File: src/rtl/edge_implication_monitor.sv
// edge_implication_monitor
//   Multi-channel run-time checker for "a |-> ##[0:WINDOW] <edge>(b)".
//   Each channel samples a[i]/b[i] on posedge clk and resolves one attempt
//   at a time. It reports pass/fail pulses, saturating counters and a
//   sticky error flag.
// Ports
//   clk, rst_n   sampling clock (posedge), async active-low reset
//   en           monitor enable; low aborts pending attempts silently
//   clr          sync clear of counters and sticky flags
//   mode         00 rise, 01 fall, 10 any edge, 11 stable
//   a, b         antecedent / consequent per channel
//   pass_pulse   one-cycle pulse per passed attempt
//   fail_pulse   one-cycle pulse per failed attempt
//   busy         attempt pending (window open)
//   err_sticky   set on any fail
//   pass_cnt     saturating pass counters, ch i at [i*CNT_W +: CNT_W]
//   fail_cnt     saturating fail counters, same packing
//
// state  | meaning
// IDLE   | no attempt open; a=1 starts one
// PEND   | attempt open, waiting for the edge until wcnt reaches WINDOW
module edge_implication_monitor #(
   parameter int CHANNELS = 4,
   parameter int WINDOW   = 0,
   parameter int CNT_W    = 16
) (
   input  logic                      clk,
   input  logic                      rst_n,
   input  logic                      en,
   input  logic                      clr,
   input  logic [1:0]                mode,
   input  logic [CHANNELS-1:0]       a,
   input  logic [CHANNELS-1:0]       b,
   output logic [CHANNELS-1:0]       pass_pulse,
   output logic [CHANNELS-1:0]       fail_pulse,
   output logic [CHANNELS-1:0]       busy,
   output logic [CHANNELS-1:0]       err_sticky,
   output logic [CHANNELS*CNT_W-1:0] pass_cnt,
   output logic [CHANNELS*CNT_W-1:0] fail_cnt
);

   localparam int WCNT_W = (WINDOW < 1) ? 1 : $clog2(WINDOW + 1);
   localparam logic [WCNT_W-1:0] WIN_L   = WCNT_W'(WINDOW);
   localparam logic [CNT_W-1:0]  CNT_MAX = '1;

   localparam logic [0:0] S_IDLE = 1'b0;
   localparam logic [0:0] S_PEND = 1'b1;

   logic [CHANNELS-1:0]        b_q;
   logic [CHANNELS-1:0]        state_q, state_d;
   logic [CHANNELS*WCNT_W-1:0] wcnt_q, wcnt_d;
   logic [CHANNELS-1:0]        pass_q, pass_d;
   logic [CHANNELS-1:0]        fail_q, fail_d;
   logic [CHANNELS-1:0]        err_q, err_d;
   logic [CHANNELS*CNT_W-1:0]  pcnt_q, pcnt_d;
   logic [CHANNELS*CNT_W-1:0]  fcnt_q, fcnt_d;
   logic [CHANNELS-1:0]        edge_hit;

   // Edge qualifier against the previous sample; b_q tracks b even when
   // disabled so re-enabling does not see a stale edge.
   always_comb begin
      case (mode)
         2'b00:   edge_hit = b & ~b_q;
         2'b01:   edge_hit = ~b & b_q;
         2'b10:   edge_hit = b ^ b_q;
         default: edge_hit = ~(b ^ b_q);
      endcase
   end

   always_comb begin
      state_d = state_q;
      wcnt_d  = wcnt_q;
      pass_d  = '0;
      fail_d  = '0;
      for (int i = 0; i < CHANNELS; i++) begin
         if (!en) begin
            state_d[i]                    = S_IDLE;
            wcnt_d[i*WCNT_W +: WCNT_W]    = '0;
         end else if (state_q[i] == S_IDLE) begin
            if (a[i]) begin
               if (edge_hit[i]) begin
                  pass_d[i] = 1'b1;
               end else if (WINDOW == 0) begin
                  fail_d[i] = 1'b1;
               end else begin
                  state_d[i]                 = S_PEND;
                  wcnt_d[i*WCNT_W +: WCNT_W] = WCNT_W'(1);
               end
            end
         end else begin
            // New antecedents are ignored while an attempt is open.
            if (edge_hit[i]) begin
               pass_d[i]                  = 1'b1;
               state_d[i]                 = S_IDLE;
               wcnt_d[i*WCNT_W +: WCNT_W] = '0;
            end else if (wcnt_q[i*WCNT_W +: WCNT_W] == WIN_L) begin
               fail_d[i]                  = 1'b1;
               state_d[i]                 = S_IDLE;
               wcnt_d[i*WCNT_W +: WCNT_W] = '0;
            end else begin
               wcnt_d[i*WCNT_W +: WCNT_W] = wcnt_q[i*WCNT_W +: WCNT_W] + WCNT_W'(1);
            end
         end
      end
   end

   // clr wins over a coinciding resolution: the event pulses but is not counted.
   always_comb begin
      pcnt_d = pcnt_q;
      fcnt_d = fcnt_q;
      err_d  = clr ? '0 : (err_q | fail_d);
      for (int i = 0; i < CHANNELS; i++) begin
         if (clr) begin
            pcnt_d[i*CNT_W +: CNT_W] = '0;
            fcnt_d[i*CNT_W +: CNT_W] = '0;
         end else begin
            if (pass_d[i] && (pcnt_q[i*CNT_W +: CNT_W] != CNT_MAX))
               pcnt_d[i*CNT_W +: CNT_W] = pcnt_q[i*CNT_W +: CNT_W] + CNT_W'(1);
            if (fail_d[i] && (fcnt_q[i*CNT_W +: CNT_W] != CNT_MAX))
               fcnt_d[i*CNT_W +: CNT_W] = fcnt_q[i*CNT_W +: CNT_W] + CNT_W'(1);
         end
      end
   end

   always_ff @(posedge clk or negedge rst_n) begin
      if (!rst_n) begin
         b_q     <= '0;
         state_q <= '0;
         wcnt_q  <= '0;
         pass_q  <= '0;
         fail_q  <= '0;
         err_q   <= '0;
         pcnt_q  <= '0;
         fcnt_q  <= '0;
      end else begin
         b_q     <= b;
         state_q <= state_d;
         wcnt_q  <= wcnt_d;
         pass_q  <= pass_d;
         fail_q  <= fail_d;
         err_q   <= err_d;
         pcnt_q  <= pcnt_d;
         fcnt_q  <= fcnt_d;
      end
   end

   assign pass_pulse = pass_q;
   assign fail_pulse = fail_q;
   assign busy       = state_q;
   assign err_sticky = err_q;
   assign pass_cnt   = pcnt_q;
   assign fail_cnt   = fcnt_q;

endmodule
File: config.mk
export PLATFORM = sky130hd
export DESIGN_NAME = edge_implication_monitor
export DESIGN_NICKNAME = d
export VERILOG_FILES = /design/src/rtl/edge_implication_monitor.sv
export SDC_FILE = /design/constraint.sdc
export NUM_CORES = 1
export LEC_CHECK = 0
export ABC_AREA = 1
export BUFFER_PORTS_ARGS = -buffer_cell sky130_fd_sc_hd__buf_2
export CORE_ASPECT_RATIO = 0.8
export CORE_UTILIZATION = 51
export DETAILED_ROUTE_END_ITERATION = 8
export PLACE_DENSITY_LB_ADDON = 0.2
export RECOVER_POWER = 50
export SLEW_MARGIN = 20
export SYNTH_ARGS = -nofsm -noshare
export SYNTH_HDL_FRONTEND = slang
export SYNTH_SLANG_ARGS = --single-unit
export TNS_END_PERCENT = 100
File: constraint.sdc
create_clock -name clk -period 1.9 [get_ports clk]
set_input_delay 0.285 -clock clk [delete_from_list [all_inputs] [get_ports clk]]
set_output_delay 0.285 -clock clk [all_outputs]
set_load 0.01 [all_outputs]
==> results.sh, run 1 <==
export IMPL_status="complete, no violations"
export IMPL_wl_um=24200
export IMPL_fin_worst_skew_ns=0.0105
export IMPL_yosysSeqAreaShare_pct=37.9
export IMPL_fmax_mhz=560
export IMPL_r2r_cells=9
export IMPL_wl_met1_um=11700
export IMPL_first_pass_iters=5
export IMPL_min_path_cells=5
export IMPL_postRouteAntennaNets=0
export IMPL_core_area_um2=18200
export IMPL_cts_tree="done"
export IMPL_slowest_stage="dfrtp_1"
export IMPL_pin_count=158
export IMPL_gp_congestion=0.923
export IMPL_die_x_um=155
export IMPL_synth_cell_area_um2=9520
export IMPL_worstSetupPathType="register to register"
export IMPL_final_setup_viol_count=0
export IMPL_viasPerCell=5.16
export IMPL_clk_latency_ns=0.42
export IMPL_clkSinkCount=144
export IMPL_drt_iter0_drc=731
export IMPL_slowest_delay_ns=0.41
export IMPL_leakagePower_uw=0.00590
export IMPL_port_buffers=153
export IMPL_hold_path_class="primary input to register"
export IMPL_avgSynthCellArea_um2=6.78
export IMPL_dr_total_vias=9560
export IMPL_cts_buffer_depth=2
export IMPL_crit_chain="ha_1 > nand2_2 > nor2_2 > nand2_2 > nor2_1 > inv_1 > nand3_4 > nand3_1 > nand2_1"
export IMPL_tns_ns=0
export IMPL_crit_path_start_kind="register"
export IMPL_cpLargestDelayFamily="simple AND/OR/NAND/NOR gates"
export IMPL_yosysWarnings=0
export IMPL_grt_pass1_wl_um=39100
export IMPL_overflow=0
export IMPL_numCtsBuffers=17
export IMPL_endpoint_kind="register"
export IMPL_drive_gt1_share_pct=12.8
export IMPL_relSlewSlack_pct=39.8
export IMPL_required_ns=2.26
export IMPL_die_h_um=124
export IMPL_path_depth=9
export IMPL_synth_seq_cells=144
export IMPL_drv_slew=0
export IMPL_wl_met3_um=1230
export IMPL_clockRootBuffer="clkbuf_16"
export IMPL_vdd_ir_drop_max_mv=0.516
export IMPL_fin_total_pwr_uw=7310
export IMPL_routedWlPerCell_um=13.0
export IMPL_rows=44
export IMPL_power_density_nw_per_um2=643
export IMPL_htreeDepth=4
export IMPL_cp_num_buf_inv=1
export IMPL_dieArea_um2=19200
export IMPL_track_usage_pct=25.3
export IMPL_synthCells=1405
export IMPL_worstPathMaxFanout=16
export IMPL_finalHoldViolCount=0
export IMPL_initial_core_util_pct=52.2
export IMPL_crit_top_cell="nand2_2"
export IMPL_met2_length_um=11000
export IMPL_route_detailed_drc=0
export IMPL_r2r_slack_ns=0.11
export IMPL_dp_hpwl_um=17100
export IMPL_grt_max_degree=63
export IMPL_routed_top_layer="met4"
export IMPL_min_period_ns=1.79
export IMPL_path_clk_slew_ns=0.06
export IMPL_tightest_slew_ns=0.903
export IMPL_area_delta_synth_final_pct=19.4
export IMPL_synth_cell_types=39
export IMPL_arrival_ns=2.14
export IMPL_layout_nets=1617
export IMPL_antenna_found_initial=1
export IMPL_rsz0062_at_grt="false"
export IMPL_fin_crit_sh_pct=94.0
export IMPL_first_global_vias=8049
export IMPL_drv_cap=0
[per-stage QoR]
stage | instances | util (%) | cell area (um^2) | hold slack [ns] | worst slack (ns)
2_1_floorplan | 1408 | - | 9530 | -0.0106 | 0.279
3_3_place_gp | 1812 | 58.7 | 10700 | 0.196 | 0.0130
3_5_place_dp | 1812 | 58.7 | 10700 | 0.201 | -0.0400
4_1_cts | 1849 | 62.3 | 11400 | 0.282 | 0.0245
5_1_grt | 1854 | 62.4 | 11400 | 0.334 | 0.00462
6_report | 1854 | 62.4 | 11400 | 0.304 | 0.115
[Yosys cell counts (all sizes together)]
library cell | instances | area [um^2]
a31oi | 3 | 18.8
xor2 | 35 | 307
conb | 1 | 3.75
xnor2 | 11 | 96.3
dfrtp | 144 | 3600
a21o | 4 | 30.0
inv | 130 | 488
o21a | 1 | 7.51
a21oi | 1 | 5.00
nor3b | 4 | 30.0
o21bai | 6 | 45.0
nand2 | 482 | 1840
nor3 | 7 | 35.0
nand4 | 40 | 250
nor2 | 219 | 903
nand3 | 222 | 1160
buf | 39 | 287
nand3b | 6 | 45.0
clkbuf | 8 | 33.8
o21ai | 20 | 100
ha | 16 | 200
and2 | 4 | 25.0
or2 | 2 | 12.5
[where the power goes]
| part | switching, uW | internal, uW |
|---|---|---|
| clock | 1340 | 2130 |
| sequential | 61.8 | 3120 |
| combinational | 455 | 204 |
[area by class of cell]
type                            count  area, um^2
Antenna cell                        1        2.50
Clock buffer                       19         453
Clock inverter                     13         160
Fill cell                        1742        6850
Inverter                          130         490
Multi-Input combinational cell   1087        5160
Sequential cell                   144        3600
Tap cell                          253         317
Timing Repair Buffer              207        1180
[sequential cells by signal (all words and copies together) (netlist names)]
register    flops
b_q             4
err_sticky      4
fail_cnt       64
fail_pulse      4
pass_cnt       64
pass_pulse      4
[per-layer routing]
metal  vias to the layer above  global-route usage [%]
li1                       4834                       -
met1                      4410                    36.5
met2                       294                    39.6
met3                        22                    3.90
met4                         0                    7.05
met5                         -                       0
[final timing paths]
kind                               startpoint            end
worst max-delay path             pass_cnt[16]   pass_cnt[30]
worst min-delay path                     a[2]  fail_pulse[2]
worst max register to register   pass_cnt[16]   pass_cnt[30]
worst min register to register  err_sticky[3]  err_sticky[3]
max in group asynchronous               rst_n   fail_cnt[50]
min in group asynchronous               rst_n   pass_cnt[41]
[cells in the final DEF (no fill, tap or decap), types with 2 or more instances in the layout]
cell	count
o21bai_1	6
clkbuf_2	2
clkinvlp_4	2
dlygate4sd3_1	5
xnor2_1	11
inv_2	2
nor2_4	6
nand3b_1	6
buf_12	7
buf_2	86
nor2_1	200
a31oi_1	3
dfrtp_1	144
nand2_4	2
clkbuf_16	17
inv_1	127
bufinv_16	3
clkbuf_8	2
nand3_2	2
a21o_1	4
clkinv_4	3
ha_1	16
clkinv_2	4
nor3b_1	4
nand2_1	475
xor2_1	35
nor3_1	7
nand4_1	40
clkbuf_1	67
buf_4	40
and2_1	3
nor2_2	12
conb_1	4
o21ai_0	19
nand2_2	4
nand3_1	216
nand3_4	4
[cell families after synthesis]
logic type / after synthesis / share of synthesized area (%)
AOI/OAI and AO/OA: 35 / 2.17
xor gates and xnor gates: 46 / 4.23
adders and majority gates: 16 / 2.10
buffers and inverters: 177 / 8.49
DFF: 144 / 37.9
other: 1 / 0.0394
and+or+nand+nor: 986 / 45.1
[tightest hold or removal path, cell delays in order]
cell	delay, ns
buf_2	0.10
nand2_1	0.05
inv_1	0.11
nand2_1	0.09
inv_1	0.05
[repair_timing]
item | in CTS | in global routing
pin swaps | 0 | 3
resized for setup | 1 | 6
hold buffers | 5 | 0
setup endpoints to repair | 1 | 70
buffers inserted | 0 | 4
endpoints found under the hold margin | 33 | 0
No activity file was read; power rests on OpenSTA's default activity.
==> inputs of run 2 (changes only) <==
--- a/config.mk
+++ b/config.mk
@@ -12,6 +12,7 @@
 export DETAILED_ROUTE_END_ITERATION = 8
 export PLACE_DENSITY_LB_ADDON = 0.2
 export RECOVER_POWER = 50
+export SETUP_SLACK_MARGIN = 0.4
 export SLEW_MARGIN = 20
 export SYNTH_ARGS = -nofsm -noshare
 export SYNTH_HDL_FRONTEND = slang
==> results.sh, run 2 (synthesized netlist as in run 1, its figures left out) <==
export IMPL_status="complete, no violations"
export IMPL_rows=44
export IMPL_numCtsBuffers=17
export IMPL_first_pass_iters=7
export IMPL_endpoint_kind="register"
export IMPL_multiInputGateArea_um2=5900
export IMPL_initial_core_util_pct=52.2
export IMPL_fmax_mhz=576
export IMPL_port_buffers=153
export IMPL_wl_met1_um=12300
export IMPL_dr_total_vias=9999
export IMPL_layout_commonest_cell="nand2_1"
export IMPL_drive_gt1_share_pct=23.8
export IMPL_tns_ns=0
export IMPL_wl_um=27000
export IMPL_final_setup_viol_count=0
export IMPL_drv_cap=0
export IMPL_cts_buffer_depth=2
export IMPL_clkSinkCount=144
export IMPL_core_area_um2=18200
export IMPL_met2_length_um=12600
export IMPL_cts_tree="done"
export IMPL_fin_crit_sh_pct=91.4
export IMPL_tightest_slew_ns=1.27
export IMPL_fin_worst_skew_ns=0.0101
export IMPL_routedWlPerCell_um=14.3
export IMPL_relSlewSlack_pct=15.6
export IMPL_grt_max_degree=64
export IMPL_leakagePower_uw=0.00626
export IMPL_track_usage_pct=28.4
export IMPL_path_clk_slew_ns=0.06
export IMPL_layout_nets=1655
export IMPL_route_detailed_drc=0
export IMPL_die_x_um=155
export IMPL_pin_count=158
export IMPL_gp_congestion=0.877
export IMPL_register_area_um2=3610
export IMPL_viasPerCell=5.28
export IMPL_dieArea_um2=19200
export IMPL_arrival_ns=2.05
export IMPL_mostFrequentLayoutCells="439 x nand2_1, 188 x nor2_1, 156 x nand3_1"
export IMPL_vdd_ir_drop_max_mv=0.472
export IMPL_dp_cells=1808
export IMPL_grt_pass1_wl_um=43400
export IMPL_rsz0062_at_grt="true"
export IMPL_overflow=0
export IMPL_drt_iter0_drc=733
export IMPL_wl_met3_um=1530
export IMPL_hold_path_class="primary input to register"
export IMPL_routed_top_layer="met4"
export IMPL_dp_hpwl_um=17200
export IMPL_clk_latency_ns=0.43
export IMPL_fin_total_pwr_uw=7900
export IMPL_power_density_nw_per_um2=626
export IMPL_antenna_found_initial=1
export IMPL_min_period_ns=1.74
export IMPL_first_global_vias=8749
export IMPL_crit_path_start_kind="register"
export IMPL_required_ns=2.22
export IMPL_area_delta_synth_final_pct=32.5
export IMPL_drv_slew=0
export IMPL_worstSetupPathType="register to register"
export IMPL_die_h_um=124
export IMPL_htreeDepth=4
export IMPL_postRouteAntennaNets=0
export IMPL_finalHoldViolCount=0
export IMPL_nFillCells=1554
export IMPL_clockRootBuffer="clkbuf_16"
export IMPL_final_cells=1892
export IMPL_worstPathMaxFanout=7
## run 2: changes by cell type in the layout (fill, tap and decap cells not counted), moves of 12 or more
cell and delta:
nand2_2 +33, ha_1 -13, buf_4 +12, nand3_1 -60, nand3_2 +54, nand2_1 -36
nor2_4 +15, nor2_1 -12
## run 2: final timing paths
path / from / endpoint / slack [ns] / depth (start not counted)
setup / recovery: b_q[0] / fail_cnt[1] / 0.16 / 9
hold / removal: a[3] / pass_pulse[3] / 0.31 / 5
setup reg to reg: b_q[0] / fail_cnt[1] / 0.16 / 9
hold reg to reg: err_sticky[3] / err_sticky[3] / 0.50 / 1
max in group asynchronous: rst_n / fail_cnt[0] / 0.36 / 3
min in group asynchronous: rst_n / pass_cnt[35] / 0.67 / 2
## run 2: timing repair
action	in CTS	in global routing
endpoints found under the setup margin	128	132
pin swaps	47	40
endpoints found under the hold margin	46	1
gates resized for setup	78	62
setup buffers	25	13
cloned	7	1
hold buffers	4	1
## run 2: metrics by stage
stage               setup slack [ns]  util, %  instance area, um^2  hold WS (ns)
detailed placement          -0.00317     60.4                11000         0.261
finish                         0.163     69.2                12600         0.314
CTS                            0.213     67.9                12400       -0.0142
global route                  0.0767     69.2                12600         0.320
global placement              0.0474     60.4                11000         0.259
floorplan                      0.312        -                 9820       -0.0106
## run 2: layout make-up
type                       count  share of cell area, %
clock buffer                  22                   3.84
sequential                   144                   28.6
multi-input combinational   1092                   46.8
clock inverter                10                   1.43
tap                          253                   2.51
inverter                     130                   3.91
timing repair buffer         240                   12.9
antenna                        1                 0.0198
## run 2: worst max-delay path: stages, from the launching register on
cell	delay, ns
dfrtp_1	0.40
ha_4	0.29
inv_2	0.04
o21ai_2	0.13
nand3_2	0.14
nand2_4	0.11
nand3_4	0.19
buf_12	0.22
nand3_2	0.06
nand2_2	0.05
## run 2: power by group
group / switching [uW] / internal, uW / leakage (uW) / total (uW)
clock: 1310 / 2460 / 0.000322 / 3780
sequential: 58.2 / 3120 / 0.00199 / 3180
combinational: 589 / 349 / 0.00395 / 939
## run 2: metal layers
| metal | GRT usage, % | up-vias |
|---|---|---|
| met1 | 38.4 | 4715 |
| met3 | 4.87 | 35 |
| met4 | 9.96 | 0 |
| met2 | 46.2 | 317 |
| li1 | - | 4932 |
| met5 | 0 | - |
==> inputs of run 3 (changes only) <==
--- a/config.mk
+++ b/config.mk
@@ -8,7 +8,7 @@
 export ABC_AREA = 1
 export BUFFER_PORTS_ARGS = -buffer_cell sky130_fd_sc_hd__buf_2
 export CORE_ASPECT_RATIO = 0.8
-export CORE_UTILIZATION = 51
+export CORE_UTILIZATION = 30
 export DETAILED_ROUTE_END_ITERATION = 8
 export PLACE_DENSITY_LB_ADDON = 0.2
 export RECOVER_POWER = 50
==> constraint.sdc (replaced) <==
create_clock -name clk -period 2.1 [get_ports clk]
set_input_delay 0.315 -clock clk [delete_from_list [all_inputs] [get_ports clk]]
set_output_delay 0.315 -clock clk [all_outputs]
set_load 0.01 [all_outputs]
==> results.sh, run 3 (synthesized netlist as in run 1, its figures left out) <==
export IMPL_arrival_ns=2.13
export IMPL_layout_nets=1643
export IMPL_fmax_mhz=569
export IMPL_drv_slew=0
export IMPL_path_depth=9
export IMPL_nFillCells=3281
export IMPL_stdcell_area_um2=12200
export IMPL_die_h_um=161
export IMPL_placed_area_um2=10800
export IMPL_first_pass_iters=5
export IMPL_finalHoldViolCount=0
export IMPL_r2r_end="fail_cnt[51]"
export IMPL_grt_max_degree=66
export IMPL_dp_hpwl_um=19600
export IMPL_vdd_ir_drop_max_mv=0.453
export IMPL_relSlewSlack_pct=17.1
export IMPL_power_density_nw_per_um2=583
export IMPL_drt_iter0_drc=542
export IMPL_crit_path_start_kind="register"
export IMPL_track_usage_pct=18.1
export IMPL_cts_buffer_depth=2
export IMPL_overflow=0
export IMPL_status="complete, no violations"
export IMPL_antenna_found_initial=1
export IMPL_endpoint="fail_cnt[51]"
export IMPL_cts_tree="done"
export IMPL_drv_cap=0
export IMPL_dieArea_um2=32500
export IMPL_fin_hold_ws_ns=0.0482
export IMPL_rsz0062_at_grt="true"
export IMPL_routedWlPerCell_um=14.2
export IMPL_required_ns=2.47
export IMPL_area_delta_synth_final_pct=28.0
export IMPL_pin_count=158
export IMPL_final_setup_viol_count=0
export IMPL_r2r_cells=9
export IMPL_leakagePower_uw=0.00613
export IMPL_grt_pass1_wl_um=47100
export IMPL_endpoint_kind="register"
export IMPL_crit_chain="ha_1 > a21oi_1 > nand2_2 > nand3_1 > nor2_4 > nor2_4 > buf_6 > nand2_1 > nand2_1"
export IMPL_port_buffers=153
export IMPL_initial_core_util_pct=30.9
export IMPL_slowest_delay_ns=0.38
export IMPL_fin_crit_sh_pct=83.7
export IMPL_worstSetupPathType="register to register"
export IMPL_wl_um=29100
export IMPL_postRouteAntennaNets=0
export IMPL_first_global_vias=8891
export IMPL_clockRootBuffer="clkbuf_16"
export IMPL_path_clk_slew_ns=0.06
export IMPL_gp_congestion=0.849
export IMPL_fin_worst_skew_ns=0.00970
export IMPL_die_x_um=201
export IMPL_core_area_um2=30800
export IMPL_clk_latency_ns=0.43
export IMPL_layout_commonest_cell="nand2_1"
export IMPL_hold_start="b[2]"
export IMPL_viasPerCell=4.70
export IMPL_min_period_ns=1.76
export IMPL_mostFrequentLayoutCells="461 x nand2_1, 214 x nand3_1, 187 x nor2_1"
export IMPL_final_cells=2040
export IMPL_slowest_stage="dfrtp_1"
export IMPL_worstPathMaxFanout=7
export IMPL_clkSinkCount=144
export IMPL_r2r_start="b_q[3]"
export IMPL_dr_total_vias=9581
export IMPL_tns_ns=0
export IMPL_route_detailed_drc=0
export IMPL_critPathLaunch="b_q[3]"
export IMPL_cpLargestDelayFamily="simple AND/OR/NAND/NOR gates"
export IMPL_htreeDepth=4
export IMPL_hold_path_class="primary input to register"
export IMPL_numCtsBuffers=17
export IMPL_dp_cells=1963
export IMPL_r2r_slack_ns=0.34
export IMPL_drive_gt1_share_pct=17.2
export IMPL_tightest_slew_ns=1.24
export IMPL_cp_num_buf_inv=1
export IMPL_rows=57
==> run 3: worst reg2reg max path, delay by kind of cell, from the launching register on <==
kind | cells | cell delay (ns)
buffers and inverters | 1 | 0.16
and+or+nand+nor | 6 | 0.67
AOI/OAI and AO/OA | 1 | 0.19
DFF | 1 | 0.38
adders and majority gates | 1 | 0.30
==> run 3: worst min-delay path by stage <==
| stage | to | slack (ns) | cells past startpoint |
|---|---|---|---|
| final | b_q[2] | 0.05 | 1 |
| after global routing | b_q[2] | 0.04 | 1 |
| after CTS | b_q[2] | 0.004 | 1 |
| after detailed placement | pass_cnt[32] | 0.29 | 1 |
| after global placement | pass_cnt[32] | 0.29 | 1 |
| after floorplan | b_q[0] | 0.02 | 0 |
==> run 3: metrics by stage <==
stage	utilization (%)	setup slack [ns]	total power, uW
floorplan	-	0.479	3290
global placement	35.1	0.0835	3530
detailed placement	35.1	0.0158	3530
CTS	38.7	0.385	7130
global route	39.5	0.160	7390
finish	39.5	0.342	7100
==> run 3: cell type report <==
cell class	count	area [um^2]	share of cell area, %
Sequential cell	144	3610	29.6
Multi-Input combinational cell	1090	5420	44.5
Clock inverter	13	210	1.73
Tap cell	413	517	4.24
Antenna cell	1	2.50	0.0205
Clock buffer	19	443	3.64
Timing Repair Buffer	230	1490	12.2
Inverter	130	493	4.05
==> run 3: power by group <==
group          total (uW)  switching (uW)  internal (uW)
clock network        3460            1320           2140
registers            2870            46.1           2820
logic                 767             495            272
==> run 3: repair_timing <==
item                                    CTS  global route
gates resized for setup                  40            61
pin swaps                                15            17
hold endpoints to repair                 43             0
gates cloned                              3             2
hold buffers                              4             0
endpoints found under the setup margin  123           128
buffers inserted                         18            17
==> run 3: metal layers <==
metal / wire [um] / track usage, % / vias up
met5: 0 / 0 / -
met4: 302 / 4.68 / 0
met3: 1220 / 2.97 / 21
met2: 12600 / 27.3 / 200
met1: 15000 / 26.5 / 4464
li1: - / - / 4896
